==> src/rtl/mux_rr_stream.sv <==
// Round-robin merge of CHANNELS_COUNT valid/ready streams into one registered output stream.
// With PACKET_MODE=1 the grant sticks to a channel from its first beat until its last beat.
module mux_rr_stream #(
  parameter int unsigned CHANNELS_COUNT = 4,
  parameter int unsigned CHANNELS_WIDTH = 8,
  parameter int unsigned PACKET_MODE    = 1
) (
  input  logic                                           clk,
  input  logic                                           rst,
  input  logic [CHANNELS_COUNT-1:0]                      in_valid,
  input  logic [CHANNELS_COUNT-1:0]                      in_last,
  input  logic [CHANNELS_COUNT-1:0][CHANNELS_WIDTH-1:0]  in_data,
  output logic [CHANNELS_COUNT-1:0]                      in_ready,
  output logic                                           out_valid,
  output logic                                           out_last,
  output logic [CHANNELS_WIDTH-1:0]                      out_data,
  output logic [$clog2(CHANNELS_COUNT)-1:0]              out_channel,
  input  logic                                           out_ready
);

  if (CHANNELS_COUNT < 2) begin : g_bad_count
    $fatal(1, "mux_rr_stream: CHANNELS_COUNT must be >= 2");
  end
  if (CHANNELS_WIDTH < 1) begin : g_bad_width
    $fatal(1, "mux_rr_stream: CHANNELS_WIDTH must be >= 1");
  end

  localparam int unsigned IdxW    = $clog2(CHANNELS_COUNT);
  localparam logic [IdxW:0] NumCh = (IdxW + 1)'(CHANNELS_COUNT);
  localparam bit UseLock          = (PACKET_MODE != 0);

  logic [IdxW-1:0]           ptr_q, lock_ch_q, grant, out_channel_q;
  logic                      lock_q, grant_valid, load_en, accept;
  logic                      out_valid_q, out_last_q;
  logic [CHANNELS_WIDTH-1:0] out_data_q;
  logic [IdxW:0]             cand;

  // Walk the search order backwards so the nearest valid channel after ptr wins.
  always_comb begin
    grant       = lock_ch_q;
    grant_valid = 1'b0;
    cand        = '0;
    if (UseLock && lock_q) begin
      grant_valid = in_valid[lock_ch_q];
    end else begin
      for (int k = CHANNELS_COUNT; k >= 1; k--) begin
        cand = {1'b0, ptr_q} + (IdxW + 1)'(k);
        if (cand >= NumCh) cand = cand - NumCh;
        if (in_valid[cand[IdxW-1:0]]) begin
          grant_valid = 1'b1;
          grant       = cand[IdxW-1:0];
        end
      end
    end
  end

  assign load_en = !out_valid_q || out_ready;
  assign accept  = load_en && grant_valid && !rst;

  always_comb begin
    in_ready = '0;
    if (accept) in_ready[grant] = 1'b1;
  end

  always_ff @(posedge clk or posedge rst) begin
    if (rst) begin
      out_valid_q   <= 1'b0;
      out_last_q    <= 1'b0;
      out_data_q    <= '0;
      out_channel_q <= '0;
      ptr_q         <= IdxW'(CHANNELS_COUNT - 1);
      lock_q        <= 1'b0;
      lock_ch_q     <= '0;
    end else begin
      if (load_en) out_valid_q <= accept;
      if (accept) begin
        out_last_q    <= in_last[grant];
        out_data_q    <= in_data[grant];
        out_channel_q <= grant;
        if (!UseLock || in_last[grant]) ptr_q <= grant;
        if (UseLock) begin
          lock_q    <= !in_last[grant];
          lock_ch_q <= grant;
        end
      end
    end
  end

  assign out_valid   = out_valid_q;
  assign out_last    = out_last_q;
  assign out_data    = out_data_q;
  assign out_channel = out_channel_q;

endmodule

==> config.mk <==
export PLATFORM = sky130hd
export DESIGN_NAME = mux_rr_stream
export DESIGN_NICKNAME = d
export VERILOG_FILES = /design/src/rtl/mux_rr_stream.sv
export SDC_FILE = /design/constraint.sdc
export NUM_CORES = 1
export LEC_CHECK = 0
export CORE_MARGIN = 2
export CORE_UTILIZATION = 44
export CTS_CLUSTER_DIAMETER = 60
export DETAILED_ROUTE_END_ITERATION = 8
export GPL_TIMING_DRIVEN = 1
export PLACE_DENSITY = 0.85
export SLEW_MARGIN = 10
export SYNTH_ARGS = -nofsm -noshare
export SYNTH_HDL_FRONTEND = slang
export SYNTH_SLANG_ARGS = --single-unit
==> constraint.sdc <==
create_clock -name clk -period 4.9 [get_ports clk]
set_input_delay 1.225 -clock clk [delete_from_list [all_inputs] [get_ports clk]]
set_output_delay 1.225 -clock clk [all_outputs]
set_load 0.01 [all_outputs]
=== After elaboration in Yosys (flattened, before gate mapping) ===
Index checks and enable logic that the tools add are counted.

* Register bits after elaboration: 15
* Input port bits: 43
* Output and inout bits: 16
* Word-level logic and storage cells: 68

* Add/sub/neg operators: 8
* Order comparisons: 11
* Multiplexer cells: 35
* Reduce and logical (&&, ||, !) cells: 8

{| class="wikitable"
|+ Operator list
! operator !! number
|-
| 2-bit two-way mux || 13
|-
| 2-bit by 3-bit less-than comparator with 1-bit output, second input constant || 6
|-
| 8-bit binary-select mux with 2-bit select || 1
|-
| 1-bit binary-select mux with 2-bit select || 6
|-
| 3-bit >= comparator, second input constant || 4
|-
| 1-bit two-way mux || 12
|-
| 8-bit two-way mux || 1
|-
| 2-bit by 1-bit subtractor with 2-bit output, second input constant || 4
|-
| 2-bit by 2-bit adder with 3-bit output, second input constant || 2
|-
| 4-bit two-way mux || 1
|-
| 2-bit by 1-bit adder with 3-bit output, second input constant || 1
|-
| 2-bit by 3-bit adder with 3-bit output, second input constant || 1
|-
| 1-bit logical AND || 3
|-
| 1-bit logical NOT || 3
|-
| 1-bit demux with 2-bit select || 1
|-
| 2-bit by 1-bit >= comparator with 1-bit output, second input constant || 1
|-
| 2-bit AND reduction || 1
|-
| 1-bit logical OR || 1
|}

=== Longest topological paths before layout ===
* Depth after elaboration: 16
* Depth in mapped cells: 8
* Mapped depth without buffers: 6

=== Worst setup path before layout ===
No wires, ideal clock.

* Path type: input to output
* From: in in_valid[1]
* To: out in_ready[0]
* Arrival time: 2.698 ns
* Path slack: 0.977 ns
* Cell stages on the path: 7
* Buffers on the path: 3
* Cell sequence: buf_2 -> mux4_2 -> mux2i_1 -> or3_1 -> buf_2 -> buf_2 -> nor3_1

* Longest elaborated chain between the ends: 12
* Elaborated cells on any way between the ends: 28
* Classes of those cells: order compare (2); mux (23); reduce/logical (3)

{| class="wikitable"
|+ RTL lines
! item !! line !! text
|-
| start, declared || 10 || <nowiki>input logic [CHANNELS_COUNT-1:0] in_valid,</nowiki>
|-
| 1-bit binary-select mux with 2-bit select || 49 || <nowiki>if (in_valid[cand[IdxW-1:0]]) begin</nowiki>
|-
| 1-bit two-way mux (implied by the code) || 49 ||
|-
| 2-bit two-way mux (4 in a row) || 49 ||
|-
| 2-bit two-way mux || 43 || <nowiki>if (UseLock && lock_q) begin</nowiki>
|-
| 2-bit by 3-bit less-than comparator with 1-bit output (implied by the code) or 2-bit by 1-bit >= comparator with 1-bit output (tied branches) || 62 || <nowiki>if (accept) in_ready[grant] = 1'b1;</nowiki>
|-
| 1-bit logical AND (implied by the code) || 62 ||
|-
| 1-bit two-way mux (implied by the code) || 62 ||
|-
| 1-bit demux with 2-bit select || 62 ||
|-
| 4-bit two-way mux * || 62 ||
|-
| end, declared || 13 || <nowiki>output logic [CHANNELS_COUNT-1:0] in_ready,</nowiki>
|}

Mark *: on every way between the ends. The rest lies on a longest branch, timed or not. The select of a mux whose other input is x is not followed.

=== Final worst setup path ===
Same ends and word-level chain as after synthesis.

==> results.py <==
metrics = {
    "run_status": {
        "status": "finished, final reports clean",
    },
    "placement": {
        "port_buffers": 58,
        "place.gp.congestion": 0.779,
        "placedCellCount": 224,
        "place_hpwl_um": 2980,
    },
    "power_and_ir_drop": {
        "p_int_w": 0.000587,
        "finalPower_w": 0.00108,
        "power_density_mw_per_mm2": 572,
        "combPwrFrac": 0.696,
        "p_clk_frac": 0.069,
        "switching_share": 0.455,
        "leakage_nw": 0.726,
        "switchingPower_w": 0.000490,
        "seq_power_share": 0.235,
        "vdd_drop_max_v": 0.000392,
    },
    "synth": {
        "synth-seq-cells": 15,
        "synth_cell_types": 39,
        "syn_nets": 183,
        "synthCells": 140,
        "syn_area_mm2": 0.00125,
        "syn_area_per_cell_um2": 8.90,
        "synth-warning-count": 0,
        "async_flop_share": 1.00,
        "synth_top_area_frac": 0.261,
        "synth_area_leader_cell": "dfrtp_1",
        "ys.flop_type": "dfrtp_1",
        "yosysSeqAreaShare": 0.303,
        "synth_edf_count": 0,
        "synth_area_leaders": "dfrtp_1 26%, a211oi_1 10%, a21boi_0 9.6%",
    },
    "sta": {
        "skew_ns": 0.00818,
        "hold_viol": 0,
        "tightest_slew_ns": 0.620,
        "finalSetupViolations": 0,
        "max_slew_margin": 0.586,
        "rsz0062_at_grt": "false",
        "period_share": 0.973,
        "fin_tns_setup_ns": 0,
        "fmax_mhz": 210,
        "post-route-min-period_ns": 4.77,
        "slew_violations": 0,
    },
    "critical_path": {
        "reg2reg_to": "out_last",
        "cp-end-kind": "primary output",
        "critPathMaxStageDelay_ns": 0.66,
        "crit_fanout": 9,
        "required_ns": 3.67,
        "critPathSlowestCell": "clkdlybuf4s50_1",
        "crit_type": "primary input to primary output",
        "rrSetupSlack_ns": 2.43,
        "cp.arrival_ns": 3.54,
        "crit_family": "buffers and inverters",
        "cp_cell_sequence": "clkdlybuf4s50_1 -> mux4_2 -> mux2i_1 -> or3_1 -> nor3_1 -> clkdlybuf4s50_1",
        "r2r_cells": 7,
        "worst_path_most_repeated_cell": "clkdlybuf4s50_1",
        "critPathBufInv": 2,
        "cp-start-kind": "primary input",
        "r2r-start": "ptr_q[0]",
    },
    "cts": {
        "cts-root-buf": "clkbuf_4",
        "cts_setup_buffers": 0,
        "path_clk_slew_ns": 0.09,
        "cts_hold_buffers": 0,
        "insertion_delay_ns": 0.29,
        "cts_max_path_buffers": 2,
        "cts_made_buffers": 3,
        "htreeDepth": 1,
        "cts_tree": "built",
        "cts.sinks": 15,
        "cts-resized-gates": 0,
    },
    "worst_hold_path": {
        "hold_end": "out_data[4]",
        "worstHoldStart": "out_data[4]",
        "hold_path.class": "flop to flop",
        "min_path_cells": 2,
    },
    "layout": {
        "diodes": 0,
        "final_layout_size_suffix_gt1_frac": 0.107,
        "utilization": 0.688,
        "layout.nets": 241,
        "fin_cells": 228,
        "syn_to_final_growth_pct": 51.0,
    },
    "routing": {
        "drtIter0Drc": 44,
        "firstDrtPassIters": 4,
        "vias": 1387,
        "post_drt_wl_per_cell_um": 16.5,
        "routed_wl_um": 3760,
        "avgViaCountPerCell": 6.08,
        "ant_nets": 0,
        "drcViolationCount": 0,
    },
    "die": {
        "initial_core_util": 0.456,
        "placementRows": 19,
        "die_h_um": 57.2,
        "io_pins": 59,
        "dieArea_mm2": 0.00327,
        "coreArea_mm2": 0.00273,
        "fp.dieW_um": 57.2,
    },
    "global_routing": {
        "grt-ovfl-total": 0,
        "grt_pass1_wl_um": 6190,
        "grt_usage": 0.242,
        "grt_pass1_vias": 1356,
        "antenna_found_initial": 0,
        "grt_max_degree": 19,
    },
    "run": {
        "cap_violations": 0,
    },
}
==> stage by stage <==
step | setup slack, ns | cell area, um^2 | hold WS (ns)
after global routing | 0.0151 | 1880 | 0.526
final | 0.131 | 1880 | 0.494
after floorplan | 0.977 | 1250 | 0.514
after global placement | 0.197 | 1860 | 0.463
after CTS | 0.125 | 1880 | 0.498
after detailed placement | 0.133 | 1860 | 0.473
==> layout make-up <==
class / instances / area [um^2]
Clock buffer: 4 / 26.3
Fill cell: 214 / 852
Inverter: 4 / 15.0
Multi-Input combinational cell: 107 / 776
Sequential cell: 15 / 378
Tap cell: 31 / 38.8
Timing Repair Buffer: 67 / 648
==> cells in the mapped netlist (all sizes together), types with 2 or more instances <==
cell type  count
clkbuf         5
inv            4
o21ai          5
o21bai         2
a21boi        16
a211oi        17
o221ai         2
o31ai          8
nand2         13
or3            2
nor3           6
o211ai         2
nor2           2
a21oi          4
nand3          4
dfrtp         13
dfstp          2
or4            2
mux2i          2
o41a           2
buf            9
nand2b         3
==> worst max-delay path by stage <==
stage,start,endpoint,slack [ns],cells after the start
4_1_cts,in_valid[1],in_ready[3],0.13,6
6_report,in_valid[1],in_ready[0],0.13,6
5_1_grt,in_valid[1],in_ready[0],0.02,6
3_3_place_gp,in_valid[1],in_ready[3],0.20,6
3_5_place_dp,in_valid[1],in_ready[3],0.13,6
2_1_floorplan,in_valid[1],in_ready[0],0.98,7
==> flip-flops by register name (all words and copies together) (netlist names) <==
name         count
lock_q           1
out_last         1
ptr_q            2
out_data         8
out_channel      2
out_valid        1
==> tightest hold or removal path, delay by kind of cell (launching register included) <==
family	cells	cell delay, ns
AO/OA/AOI/OAI	1	0.06
flip-flops	1	0.35
AND/OR/NAND/NOR	1	0.05
==> routing by layer <==
metal | GRT usage | share of wire
met1 | 0.303 | 0.42
met2 | 0.417 | 0.49
met3 | 0.0431 | 0.071
met4 | 0.0864 | 0.017
met5 | 0 | 0
==> power by group through the flow <==
| stage | clock [W] | sequential, W | combinational [W] |
|---|---|---|---|
| after floorplan | 0 | 0.000252 | 0.000478 |
| after global placement | 0 | 0.000249 | 0.000723 |
| after detailed placement | 0 | 0.000253 | 0.000746 |
| after CTS | 0.0000748 | 0.000252 | 0.000749 |
| after global routing | 0.0000830 | 0.000262 | 0.000816 |
| final | 0.0000739 | 0.000253 | 0.000750 |
==> cells by family after synthesis <==
logic type | count (synthesis) | synth area share
simple gates | 36 | 0.150
mux | 4 | 0.0462
compound gates | 67 | 0.427
buf+inv | 18 | 0.0743
flops | 15 | 0.303
==> cells in the final DEF, fill, tap and decap left out, types with 2 or more instances in the layout <==
| master | n |
|---|---|
| clkdlybuf4s50_1 | 58 |
| a211oi_1 | 17 |
| a21boi_0 | 16 |
| nand2_1 | 13 |
| dfrtp_1 | 13 |
| buf_4 | 9 |
| o31ai_1 | 8 |
| nor3_1 | 6 |
| o21ai_0 | 5 |
| inv_1 | 4 |
| a21oi_1 | 4 |
| nand3_1 | 4 |
| nand2b_1 | 3 |
| clkbuf_4 | 3 |
| or4_1 | 2 |
| mux2i_1 | 2 |
| or3_1 | 2 |
| nor2_1 | 2 |
| o21bai_1 | 2 |
| o211ai_1 | 2 |
| o221ai_2 | 2 |
| o41a_1 | 2 |
| dfstp_2 | 2 |
No activity file was read; power rests on OpenSTA's default activity.
